$ cat config.mk
export PLATFORM = sky130hd
export DESIGN_NAME = spi_master
export DESIGN_NICKNAME = d
export VERILOG_FILES = /design/src/rtl/spi_master_pkg.sv /design/src/rtl/spi_master_core.sv /design/src/rtl/spi_master.sv
export SDC_FILE = /design/constraint.sdc
export NUM_CORES = 1
export LEC_CHECK = 0
export CAP_MARGIN = 25
export CORE_UTILIZATION = 30
export CTS_CLUSTER_SIZE = 12
export DETAILED_ROUTE_END_ITERATION = 10
export PLACE_DENSITY_LB_ADDON = 0.05
export REMOVE_ABC_BUFFERS = 1
export SLEW_MARGIN = 30
export SYNTH_ARGS = -nofsm -noshare
export SYNTH_HDL_FRONTEND = slang
export SYNTH_SLANG_ARGS = --single-unit
$ cat constraint.sdc
create_clock -name clk -period 2.7 [get_ports clk]
set_input_delay 0.405 -clock clk [delete_from_list [all_inputs] [get_ports clk]]
set_output_delay 0.405 -clock clk [all_outputs]
set_load 0.01 [all_outputs]
$ cat src/rtl/spi_master_pkg.sv
// rtl/spi_master_pkg.sv - register map, status bit indices and FSM states for the SPI master
package spi_master_pkg;

    localparam logic [1:0] SPI_DATA   = 2'd0;
    localparam logic [1:0] SPI_STATUS = 2'd1;
    localparam logic [1:0] SPI_CTRL   = 2'd2;
    localparam logic [1:0] SPI_CS     = 2'd3;

    localparam int ST_BUSY     = 0;
    localparam int ST_RX_VALID = 1;
    localparam int ST_COLL     = 2;

    typedef enum logic {
        IDLE,
        XFER
    } spi_state_t;

endpackage

$ cat src/rtl/spi_master_core.sv
// rtl/spi_master_core.sv - SCK divider, edge counter and shift/sample engine for one byte
module spi_master_core
    import spi_master_pkg::*;
(
    input  logic       clk,
    input  logic       resetn,
    input  logic       start_i,
    input  logic [7:0] tx_byte_i,
    input  logic [7:0] div_i,
    input  logic       cpol_i,
    input  logic       cpha_i,
    input  logic       miso_i,
    output logic       busy_o,
    output logic       done_o,
    output logic [7:0] rx_byte_o,
    output logic       sck_o,
    output logic       mosi_o
);

    spi_state_t state_q, state_d;
    logic [7:0] div_cnt_q, div_cnt_d;
    logic [3:0] edge_cnt_q, edge_cnt_d;
    logic [7:0] tx_q, tx_d;
    logic [7:0] rx_q, rx_d;
    logic       sck_q, sck_d;
    logic       mosi_q, mosi_d;
    logic       tick;
    logic       odd_edge;
    logic       last_edge;

    assign tick      = (div_cnt_q == div_i);
    assign odd_edge  = ~edge_cnt_q[0];
    assign last_edge = (edge_cnt_q == 4'd15);

    always_comb begin
        state_d    = state_q;
        div_cnt_d  = div_cnt_q;
        edge_cnt_d = edge_cnt_q;
        tx_d       = tx_q;
        rx_d       = rx_q;
        sck_d      = sck_q;
        mosi_d     = mosi_q;
        done_o     = 1'b0;
        case (state_q)
            IDLE: begin
                sck_d = cpol_i;
                if (start_i) begin
                    state_d    = XFER;
                    div_cnt_d  = 8'd0;
                    edge_cnt_d = 4'd0;
                    tx_d       = tx_byte_i;
                    rx_d       = 8'd0;
                    if (!cpha_i) begin
                        mosi_d = tx_byte_i[7];
                    end
                end
            end
            XFER: begin
                if (tick) begin
                    div_cnt_d  = 8'd0;
                    sck_d      = ~sck_q;
                    edge_cnt_d = edge_cnt_q + 4'd1;
                    // CPHA=0 samples on odd edges, CPHA=1 on even edges
                    if (odd_edge != cpha_i) begin
                        rx_d = {rx_q[6:0], miso_i};
                    end else if (cpha_i) begin
                        mosi_d = tx_q[7];
                        tx_d   = {tx_q[6:0], 1'b0};
                    end else if (!last_edge) begin
                        mosi_d = tx_q[6];
                        tx_d   = {tx_q[6:0], 1'b0};
                    end
                    if (last_edge) begin
                        state_d = IDLE;
                        done_o  = 1'b1;
                    end
                end else begin
                    div_cnt_d = div_cnt_q + 8'd1;
                end
            end
            default: state_d = IDLE;
        endcase
    end

    always_ff @(posedge clk) begin
        if (!resetn) begin
            state_q    <= IDLE;
            div_cnt_q  <= 8'd0;
            edge_cnt_q <= 4'd0;
            tx_q       <= 8'd0;
            rx_q       <= 8'd0;
            sck_q      <= 1'b0;
            mosi_q     <= 1'b0;
        end else begin
            state_q    <= state_d;
            div_cnt_q  <= div_cnt_d;
            edge_cnt_q <= edge_cnt_d;
            tx_q       <= tx_d;
            rx_q       <= rx_d;
            sck_q      <= sck_d;
            mosi_q     <= mosi_d;
        end
    end

    // With CPHA=1 the final sample lands on edge 16, the same cycle done fires
    assign rx_byte_o = cpha_i ? {rx_q[6:0], miso_i} : rx_q;
    assign busy_o    = (state_q == XFER);
    assign sck_o     = sck_q;
    assign mosi_o    = mosi_q;

endmodule

$ cat src/rtl/spi_master.sv
// rtl/spi_master.sv - memory-mapped SPI master: register front end and bus decode
module spi_master
    import spi_master_pkg::*;
#(
    parameter logic [7:0] DEFAULT_DIV = 8'd2
) (
    input  logic        clk,
    input  logic        reset,
    input  logic [31:0] address_in,
    input  logic        sel_in,
    input  logic        read_in,
    output logic [31:0] read_value_out,
    input  logic [3:0]  write_mask_in,
    input  logic [31:0] write_value_in,
    output logic        ready_out,
    output logic        sck_out,
    output logic        mosi_out,
    input  logic        miso_in,
    output logic        cs_n_out
);

    logic [7:0] rx_data_q, rx_data_d;
    logic       rx_valid_q, rx_valid_d;
    logic       coll_q, coll_d;
    logic [7:0] div_q, div_d;
    logic       cpol_q, cpol_d;
    logic       cpha_q, cpha_d;
    logic       cs_n_q, cs_n_d;

    logic       wr;
    logic       rd;
    logic [1:0] reg_sel;
    logic       start;
    logic       busy;
    logic       done;
    logic [7:0] rx_byte;
    logic       unused_bits;

    assign wr          = sel_in & (|write_mask_in);
    assign rd          = sel_in & read_in;
    assign reg_sel     = address_in[3:2];
    assign start       = wr && (reg_sel == SPI_DATA) && !busy;
    assign unused_bits = ^{address_in[31:4], address_in[1:0], write_value_in[31:10]};

    spi_master_core u_core (
        .clk       (clk),
        .resetn    (reset),
        .start_i   (start),
        .tx_byte_i (write_value_in[7:0]),
        .div_i     (div_q),
        .cpol_i    (cpol_q),
        .cpha_i    (cpha_q),
        .miso_i    (miso_in),
        .busy_o    (busy),
        .done_o    (done),
        .rx_byte_o (rx_byte),
        .sck_o     (sck_out),
        .mosi_o    (mosi_out)
    );

    always_comb begin
        rx_data_d  = rx_data_q;
        rx_valid_d = rx_valid_q;
        coll_d     = coll_q;
        div_d      = div_q;
        cpol_d     = cpol_q;
        cpha_d     = cpha_q;
        cs_n_d     = cs_n_q;
        if (wr && (reg_sel == SPI_CTRL) && !busy) begin
            {cpha_d, cpol_d, div_d} = write_value_in[9:0];
        end
        if (wr && (reg_sel == SPI_CS)) begin
            cs_n_d = write_value_in[0];
        end
        // A new collision wins over a simultaneous clear
        if (wr && (reg_sel == SPI_STATUS) && write_value_in[ST_COLL]) begin
            coll_d = 1'b0;
        end
        if (wr && (reg_sel == SPI_DATA) && busy) begin
            coll_d = 1'b1;
        end
        if (rd && (reg_sel == SPI_DATA)) begin
            rx_valid_d = 1'b0;
        end
        if (done) begin
            rx_valid_d = 1'b1;
            rx_data_d  = rx_byte;
        end
    end

    always_ff @(posedge clk) begin
        if (!reset) begin
            rx_data_q  <= 8'd0;
            rx_valid_q <= 1'b0;
            coll_q     <= 1'b0;
            div_q      <= DEFAULT_DIV;
            cpol_q     <= 1'b0;
            cpha_q     <= 1'b0;
            cs_n_q     <= 1'b1;
        end else begin
            rx_data_q  <= rx_data_d;
            rx_valid_q <= rx_valid_d;
            coll_q     <= coll_d;
            div_q      <= div_d;
            cpol_q     <= cpol_d;
            cpha_q     <= cpha_d;
            cs_n_q     <= cs_n_d;
        end
    end

    always_comb begin
        read_value_out = 32'd0;
        if (sel_in) begin
            case (reg_sel)
                SPI_DATA:   read_value_out = {24'd0, rx_data_q};
                SPI_STATUS: begin
                    read_value_out[ST_BUSY]     = busy;
                    read_value_out[ST_RX_VALID] = rx_valid_q;
                    read_value_out[ST_COLL]     = coll_q;
                end
                SPI_CTRL:   read_value_out = {22'd0, cpha_q, cpol_q, div_q};
                SPI_CS:     read_value_out = {31'd0, cs_n_q};
                default:    read_value_out = 32'd0;
            endcase
        end
    end

    assign ready_out = sel_in;
    assign cs_n_out  = cs_n_q;

endmodule

### Word level (Yosys, flattened, before mapping)

Cells that the tools add are included.

| word-level totals | value |
|---|---|
| flip-flop bits (word level) | 52 |
| input bits | 73 |
| logic and storage cells | 90 |

| cells by class | value |
|---|---|
| add/sub/neg operators | 2 |
| eq/ne operators | 12 |
| mux-type cells | 39 |
| bitwise operators | 5 |
| reductions and logical operators | 18 |

Operator list:

| kind | number |
|---|---|
| two-way mux 8 bit | 10 |
| case mux 8 bit (2 select lines) | 3 |
| two-way mux 1 bit | 17 |
| case mux 7 bit (2 select lines) | 1 |
| case mux 3 bit (4 select lines) | 1 |
| two-way mux 10 bit | 1 |
| != test 2 bit (second input constant) | 5 |
| logical AND 1 bit | 9 |
| adder 8 x 1 -> 8 bit (second input constant) | 1 |
| equality test 8 bit | 1 |
| two-way mux 4 bit | 2 |
| case mux 4 bit (2 select lines) | 1 |
| case mux 1 bit (2 select lines) | 3 |
| AND reduction 5 bit | 1 |
| adder 4 x 1 -> 4 bit (second input constant) | 1 |
| equality test 2 bit (second input constant) | 2 |
| equality test 4 bit (second input constant) | 1 |
| AND reduction 4 bit | 1 |
| nonzero test 2 bit | 2 |
| OR reduction 4 bit | 1 |
| != test 3 bit (second input constant) | 1 |
| inverter 1 bit | 3 |
| AND reduction 3 bit | 1 |
| bitwise AND 1 bit | 2 |
| 5 further kinds | 5 |

### Depth between registers and ports, before layout

Gate-level depths: netlist (run 1).

| depth | value |
|---|---|
| depth in word-level cells | 6 |
| depth in mapped cells | 7 |
| depth with buffers taken out | 6 |

### Cells and area by module

A second synthesis (run 1) with hierarchy kept.

| unflattened totals | value |
|---|---|
| cells, all modules | 382 |
| area, all modules | 3,246.9 sq um |

Modules (own cells, without submodules):

| module | times used | cells an instance | area an instance (sq um) |
|---|---|---|---|
| spi_master_core | 1 | 244 | 1,986.9 |
| spi_master | 1 | 138 | 1,260.0 |

### Worst setup path before layout (run 1)

Ideal clock, no wire load.

| timing | value |
|---|---|
| kind | register to register |
| start | register u_core.div_cnt_q[1] |
| end | register u_core.rx_q[0] |
| setup time | 119 ps |
| arrival | 1,930 ps |
| required time | 2,581 ps |
| path slack | 651 ps |
| stages on the path, launching flop included | 8 |
| path buffers | 2 |
| clock period less this slack | 2,049 ps |
| path through | dfxtp_1 xor2_1 or3_4 or3_1 buf_2 or3_4 buf_6 mux2i_1 |

| between the ends | value |
|---|---|
| word-level cells in the longest chain between the ends | 3 |

RTL lines:

| item | RTL line | RTL |
|---|---|---|
| from (decl) | spi_master_core.sv:21 | `logic [7:0] div_cnt_q, div_cnt_d;` |
| from (signal assigned) | spi_master_core.sv:96 | `div_cnt_q <= div_cnt_d;` |
| equality test 8 bit | spi_master_core.sv:31 | `assign tick = (div_cnt_q == div_i);` |
| != test 2 bit (no source line) | - |  |
| AND reduction 3 bit (no source line) | - |  |
| to (signal assigned) | spi_master_core.sv:99 | `rx_q <= rx_d;` |
| to (decl) | spi_master_core.sv:24 | `logic [7:0] rx_q, rx_d;` |

Every way passes these cells.
A chain may end at the register's enable or synchronous reset.

### Worst setup path in the final report (run 1)

| timing | value |
|---|---|
| start | input port address_in[2] |
| end | output port read_value_out[0] |

| between the ends | value |
|---|---|
| word-level cells in the longest chain between the ends | 3 |
| elaborated cells between the ends (all ways) | 6 |
| those cells by class | eq/ne (3); mux (2); reduce/logical (1) |

RTL lines:

| item | RTL line | RTL |
|---|---|---|
| from (decl) | spi_master.sv:9 | `input logic [31:0] address_in,` |
| equality test 2 bit (tied with other cells) | spi_master.sv:114 | `case (reg_sel)` |
| case mux 3 bit (4 select lines) * | spi_master.sv:114 |  |
| two-way mux 10 bit * | spi_master.sv:113 | `if (sel_in) begin` |
| to (decl) | spi_master.sv:12 | `output logic [31:0] read_value_out,` |

Every way passes the cells marked *; elsewhere a longest branch is shown, timed or not.

==> results of run 1 <==
-- how the worst max path moves through the flow --
stage / startpoint / cells after the start / slack [ns] / endpoint
2_1_floorplan: u_core.busy_o / 5 / 0.36 / rx_data_q[0]
3_3_place_gp: sel_in / 8 / 0.14 / u_core.edge_cnt_q[2]
3_5_place_dp: sel_in / 8 / 0.15 / u_core.edge_cnt_q[2]
4_1_cts: address_in[2] / 4 / 0.15 / read_value_out[0]
5_1_grt: address_in[2] / 4 / 0.10 / read_value_out[0]
6_report: address_in[2] / 4 / 0.16 / read_value_out[0]
-- cell families (layout without fill, tap and decap cells) --
| kind of cell | Yosys count | count (layout) | share of synthesized area |
|---|---|---|---|
| other | 1 | 22 | 0.00130 |
| muxes | 38 | 38 | 0.137 |
| AOI/OAI and AO/OA | 57 | 57 | 0.147 |
| xor gates and xnor gates | 13 | 13 | 0.0396 |
| DFF | 52 | 52 | 0.362 |
| and+or+nand+nor | 117 | 117 | 0.210 |
| adders and majority gates | 2 | 2 | 0.00869 |
| buffers and inverters | 47 | 64 | 0.0952 |
-- per-stage QoR --
stage / hold WS, ns / cell area, um^2
after floorplan: 0.449 / 2700
after global placement: 0.458 / 3340
after detailed placement: 0.469 / 3340
after CTS: 0.419 / 3430
after global routing: 0.433 / 3430
final: 0.427 / 3430
-- cells in the final DEF, fill, tap and decap left out, types with 3 or more instances in the layout --
master and instances:
clkbuf_8 7, nor3_1 4, o21ai_0 13, a21oi_1 8
nand3_1 16, o211a_1 15, nor2_1 18, dfxtp_1 52
and2_1 10, a211oi_1 8, nor2b_1 19, xnor2_1 10
buf_4 19, nand2_1 34, mux2i_1 37, conb_1 22
clkdlybuf4s50_1 33, xor2_1 3, inv_1 4
-- registers in the layout (all words and copies together), names as in the netlist --
name / cells
u_core.div_cnt_q: 8
rx_data_q: 8
coll_q: 1
cs_n_out: 1
rx_valid_q: 1
cpol_q: 1
u_core.tx_q: 8
u_core.edge_cnt_q: 4
u_core.sck_o: 1
u_core.busy_o: 1
u_core.rx_q: 8
cpha_q: 1
div_q: 8
u_core.mosi_o: 1
-- layer usage --
layer | vias up | track usage | routed length (um)
met5 | - | 0 | 0
met4 | 0 | 0.0407 | 77
met3 | 5 | 0.0244 | 259
met2 | 54 | 0.239 | 3060
met1 | 1088 | 0.204 | 3540
li1 | 1175 | - | -
-- report_power, final --
group          leakage, nW  switching [mW]  total [mW]  internal, mW
clock               0.0503           0.250       0.479         0.229
combinational         1.05           0.105       0.199        0.0938
sequential           0.421          0.0143       0.796         0.782
-- final cells by class --
class	count	area, um^2	area share
clock buffer	7	96.3	0.0281
inverter	4	15.0	0.00437
multi-input combinational	249	1640	0.478
sequential	52	1040	0.303
tap	129	161	0.0470
timing repair buffer	53	478	0.139
==> metrics.md, run 1 <==
| Metric | Value |
|---|---|
| Crit path kind | `in -> out` |
| Total CTS buffers | `5` |
| CTS Root Cell | `clkbuf_8` |
| Share of the synthesized area in the top cell type | `0.362` |
| Pin count of the biggest net entering global routing | `42` |
| Max Slew Vio Count | `0` |
| Share of cells above drive strength 1 | `0.0932` |
| Peak supply drop | `0.000186 V` |
| Die Wd | `99.9 um` |
| HPWL after DPL | `roughly 5200 um` |
| Post-synth top cells | `dfxtp_1, mux2i_1, nand2_1` |
| Routed len/inst | `14.1 um` |
| # DRC | `0` |
| Final Hold Fails | `0` |
| Core Util, Final | `0.370` |
| Worst-path clk slew | `0.09 ns` |
| TritonCTS clock tree | `built` |
| Final setup viols | `0` |
| CP max stage delay | `0.58 ns` |
| DRT Pass-1 Iters | `4` |
| Top delay family on crit path | `buffers and inverters` |
| CP Capture Type | `output port` |
| Worst Slack Setup Final | `0.159 ns` |
| Area growth syn-to-layout | `19.3%` |
| Design Power | `about 1.5 mW` |
| Worst reg2reg setup slack | `0.51 ns` |
| Syn Inst Count | `327` |
| DIE HEIGHT | `between 90 and 100 um` |
| GP Congestion | `0.757` |
| First-pass GRT wire length | `roughly 11,000 um` |
| Min-delay src | `reset` |
| Starting Density | `0.310` |
| Status | `finished clean` |
| Worst Skew | `around 0.009 ns` |
| Fin crit period | `2.54 ns` |
| CP Cell Sequence | `clkdlybuf4s50_1 > mux4_2 > and2_1 > clkdlybuf4s50_1` |
| Dpl ws | `0.146 ns` |
| Ys Warns | `0` |
| Post-Place Cells | `487` |
| #FFs+latches synth | `52` |
| Post-CTS Setup Inserts | `0` |
| Die footprint | `9990 um^2` |
| I/O pins | `109` |
| Dominant synthesized flop cell | `dfxtp_1` |
| FF-to-FF End | `u_core.rx_q[3]` |
| R2R depth | `5` |
| Fill count | `982` |
| Seq/Total Area, Yosys | `0.362` |
| Critical path buffers and inverters | `2` |
| Final worst path period share | `0.941` |
| Synth top area cells | `dfxtp_1, mux2i_1, buf_4` |
| Antenna violations before repair | `0` |
| Vias | `2,322` |
| Tot GR Track Use | `0.148` |
| Nets | `440` |
| Rows | `35` |
| Grt ovf | `0` |
| Latest clock arrival within the worst-skew pair | `~0.3 ns` |
| Antenna cells | `0` |
| Hold Crit Class | `in -> reg` |
| Arrival time worst endpoint | `2.14 ns` |
| Fmax | `394 MHz` |
| EDFF count, synth | `0` |
| Setup_tns | `0 ns` |
| Synthesized area per cell | `8.80 um^2` |
| CTS Hold Buffers Added | `0` |
| Required time worst endpoint | `2.30 ns` |
| Clock Sinks | `52` |
| Hold-critical path depth | `2` |
| CP Launch Type | `primary input` |
| Port buffer count | `34` |
| Leading area contributor after synthesis | `dfxtp_1` |
| Final WL | `6940 um` |
| Cell Area, Synth | `2880 um^2` |
| Antenna viol nets, final | `0` |
| Final cell count without fillers | `a little under 500` |
| Reg2reg start | `u_core.div_cnt_q[2]` |
| Largest fanout on the critical path | `5` |
| Post-CTS sizing | `0` |
| H-tree levels | `2` |
| Unrepaired setup endpoints after global routing | `false` |
| CP max-delay cell | `clkdlybuf4s50_1` |
| Top-count cell post-synth | `dfxtp_1` |
| Leak | `1.52 nW` |
| DRT iter0 DRCs | `77` |
| Core area | `slightly above 9000 um^2` |
| Cell variety after synth | `46` |
| Power per Cell Area | `430 nW/um^2` |
| Hold Path Sink | `cs_n_out` |
| Clk buf depth | `2` |
| Top cell by count, worst path | `clkdlybuf4s50_1` |
| Avg Vias per Cell | `~4.7` |
| Total of max-cap violations | `0` |
| Number of global-route vias before repair | `2,207` |
| Async S/R FF share, synth | `0` |
No activity file was read; power rests on OpenSTA's default activity.
==> inputs of run 2 (changes only) <==
PLACE_DENSITY = 0.69   (was default)
PLACE_DENSITY_LB_ADDON = default   (was 0.05)
==> metrics.md, run 2 (synthesized netlist as in run 1, its figures left out) <==
| Metric | Value |
|---|---|
| Reg2reg start | `u_core.busy_o` |
| Total of max-cap violations | `0 (unchanged)` |
| CTS Hold Buffers Added | `0 (unchanged)` |
| Required time worst endpoint | `2.30 ns (about the same)` |
| Core area | `9280 um^2 (unchanged)` |
| DIE HEIGHT | `99.9 um (unchanged)` |
| Fmax | `386 MHz (-2.0%)` |
| DRT Pass-1 Iters | `4 (unchanged)` |
| Fill count | `946 (-3.7%)` |
| Hold Path Sink | `u_core.mosi_o` |
| Leak | `1.50 nW (-1.3%)` |
| Final Hold Fails | `0 (unchanged)` |
| Top cell by count, worst path | `clkdlybuf4s50_1` |
| Worst-path clk slew | `0.09 ns (about the same)` |
| Clock Sinks | `52 (unchanged)` |
| WHS | `0.463 ns (+0.0359 ns)` |
| Critical path buffers and inverters | `3 (+1)` |
| CP max-delay cell | `clkdlybuf4s50_1` |
| Post-Place Cells | `484 (-0.62%)` |
| Tot GR Track Use | `0.132 (-0.0162)` |
| Rows | `35 (unchanged)` |
| FF-to-FF End | `u_core.rx_q[2]` |
| Worst Skew | `0.0119 ns (+0.00313 ns)` |
| Hold Crit Class | `reg -> reg` |
| Max-slew headroom | `0.581` |
| Post-route cell area | `3420 um^2 (-0.47%)` |
| CP max stage delay | `0.73 ns (+0.15 ns)` |
| Status | `finished clean` |
| Unrepaired setup endpoints after global routing | `false` |
| CP Capture Type | `output port` |
| Power per Cell Area | `428 nW/um^2 (-0.30%)` |
| Largest fanout on the critical path | `10 (+5)` |
| H-tree levels | `2 (unchanged)` |
| Hold-critical path depth | `2 (unchanged)` |
| Pin count of the biggest net entering global routing | `35 (-17%)` |
| Worst reg2reg setup slack | `0.44 ns (-0.07 ns)` |
| Number of global-route vias before repair | `2,198 (-0.41%)` |
| Antenna viol nets, final | `0 (unchanged)` |
| Antenna violations before repair | `0 (unchanged)` |
| Grt ovf | `0 (unchanged)` |
| Latest clock arrival within the worst-skew pair | `0.31 ns (about the same)` |
| Setup_tns | `0 ns (unchanged)` |
| HPWL after DPL | `4740 um (-8.2%)` |
| Peak supply drop | `0.000246 V (+32%)` |
| Worst slew pin tran | `~0.63 ns` |
| Share of cells above drive strength 1 | `0.0854 (-0.00775)` |
| DRT iter0 DRCs | `111 (+44%)` |
| # DRC | `0 (unchanged)` |
| Final setup viols | `0 (unchanged)` |
| Post-CTS Setup Inserts | `0 (unchanged)` |
| Antenna cells | `0 (unchanged)` |
| Avg Vias per Cell | `4.70 (about the same)` |
| Fin crit period | `2.59 ns (+0.0526 ns)` |
| Port buffer count | `34 (unchanged)` |
| Top delay family on crit path | `buffers and inverters` |
| Die Wd | `99.9 um (unchanged)` |
| CP Cell Sequence | `clkdlybuf4s50_1 > buf_4 > mux2i_1 > nor2_1 > clkdlybuf4s50_1` |
| CP Launch Type | `primary input` |
| Arrival time worst endpoint | `2.19 ns (+0.05 ns)` |
| Post-CTS sizing | `0 (unchanged)` |
| Die footprint | `9990 um^2 (unchanged)` |
| CTS Root Cell | `clkbuf_8` |
| Final cell count without fillers | `492 (-0.40%)` |
| R2R depth | `5 (unchanged)` |
| Crit path kind | `in -> out` |
| Starting Density | `0.310 (unchanged)` |
| Final WL | `6310 um (-9.1%)` |
| Routed len/inst | `12.8 um (-8.7%)` |
| Vias | `2,311 (-0.47%)` |
| Final worst path period share | `0.960 (+0.0195)` |
| Nets | `437 (-0.68%)` |
| Most frequent cells in the layout | `dfxtp_1, mux2i_1, nand2_1, clkdlybuf4s50_1, conb_1` |
| TritonCTS clock tree | `built` |
| Total CTS buffers | `5 (unchanged)` |
| Commonest non-fill, non-tap cell in the layout | `dfxtp_1` |
| Max Slew Vio Count | `0 (unchanged)` |
| First-pass GRT wire length | `10,400 um (-9.3%)` |
| Core Util, Final | `0.368 (-0.00175)` |
| GP Congestion | `0.803 (+6.1%)` |
| Clk buf depth | `2 (unchanged)` |
| I/O pins | `109 (unchanged)` |
| Min-delay src | `u_core.mosi_o` |
| Placed standard-cell area | `3320 um^2 (-0.53%)` |
| Area growth syn-to-layout | `18.7%` |
-- run 2: cell types whose count changed in the layout (fill, tap and decap cells not counted), sizes merged --
cell	previous run	this run
clkinvlp	0	2
clkdlybuf4s50	33	34
clkbuf	7	6
buf	20	16
-- run 2: report_power, final --
| group | internal (mW) | switching (mW) |
|---|---|---|
| clock network | 0.208 | 0.263 |
| logic | 0.0925 | 0.103 |
| registers | 0.782 | 0.0151 |
-- run 2: worst max-delay path by stage --
| stage | from | slack, ns | cells after the start | endpoint |
|---|---|---|---|---|
| 2_1_floorplan | u_core.busy_o | 0.36 | 5 | rx_data_q[0] |
| 3_3_place_gp | address_in[3] | 0.15 | 5 | read_value_out[3] |
| 3_5_place_dp | address_in[3] | 0.13 | 5 | read_value_out[3] |
| 4_1_cts | address_in[3] | 0.12 | 5 | read_value_out[3] |
| 5_1_grt | address_in[3] | 0.06 | 5 | read_value_out[3] |
| 6_report | address_in[3] | 0.11 | 5 | read_value_out[3] |
-- run 2: area by class of cell --
cell class              instances  area [um^2]  area share
clock buffers                   6         82.6      0.0242
inverters                       4         15.0     0.00439
repair buffers                 50          460       0.135
flip-flops and latches         52         1040       0.305
multi-input cells             249         1640       0.480
well taps                     129          161      0.0472
clock inverters                 2         15.0     0.00439
-- run 2: per-layer routing --
layer	global-route usage	share of wire	vias to the layer above
li1	-	-	1173
met1	0.178	0.51	1069
met2	0.213	0.43	63
met3	0.0251	0.045	6
met4	0.0396	0.012	0
met5	0	0	-
-- run 2: worst register-to-register path, stage by stage, from the launching register on --
cell and delay, ns:
dfxtp_1 0.54, inv_1 0.11, or3_4 0.42, or3_1 0.43, or3_4 0.51, mux2i_1 0.15
-- run 2: stage by stage --
| stage | setup WS (ns) | power, mW |
|---|---|---|
| after global routing | 0.0561 | 1.54 |
| final | 0.107 | 1.46 |
| after floorplan | 0.365 | 0.909 |
| after CTS | 0.116 | 1.48 |
| after detailed placement | 0.134 | 1.01 |
| after global placement | 0.150 | 1.00 |
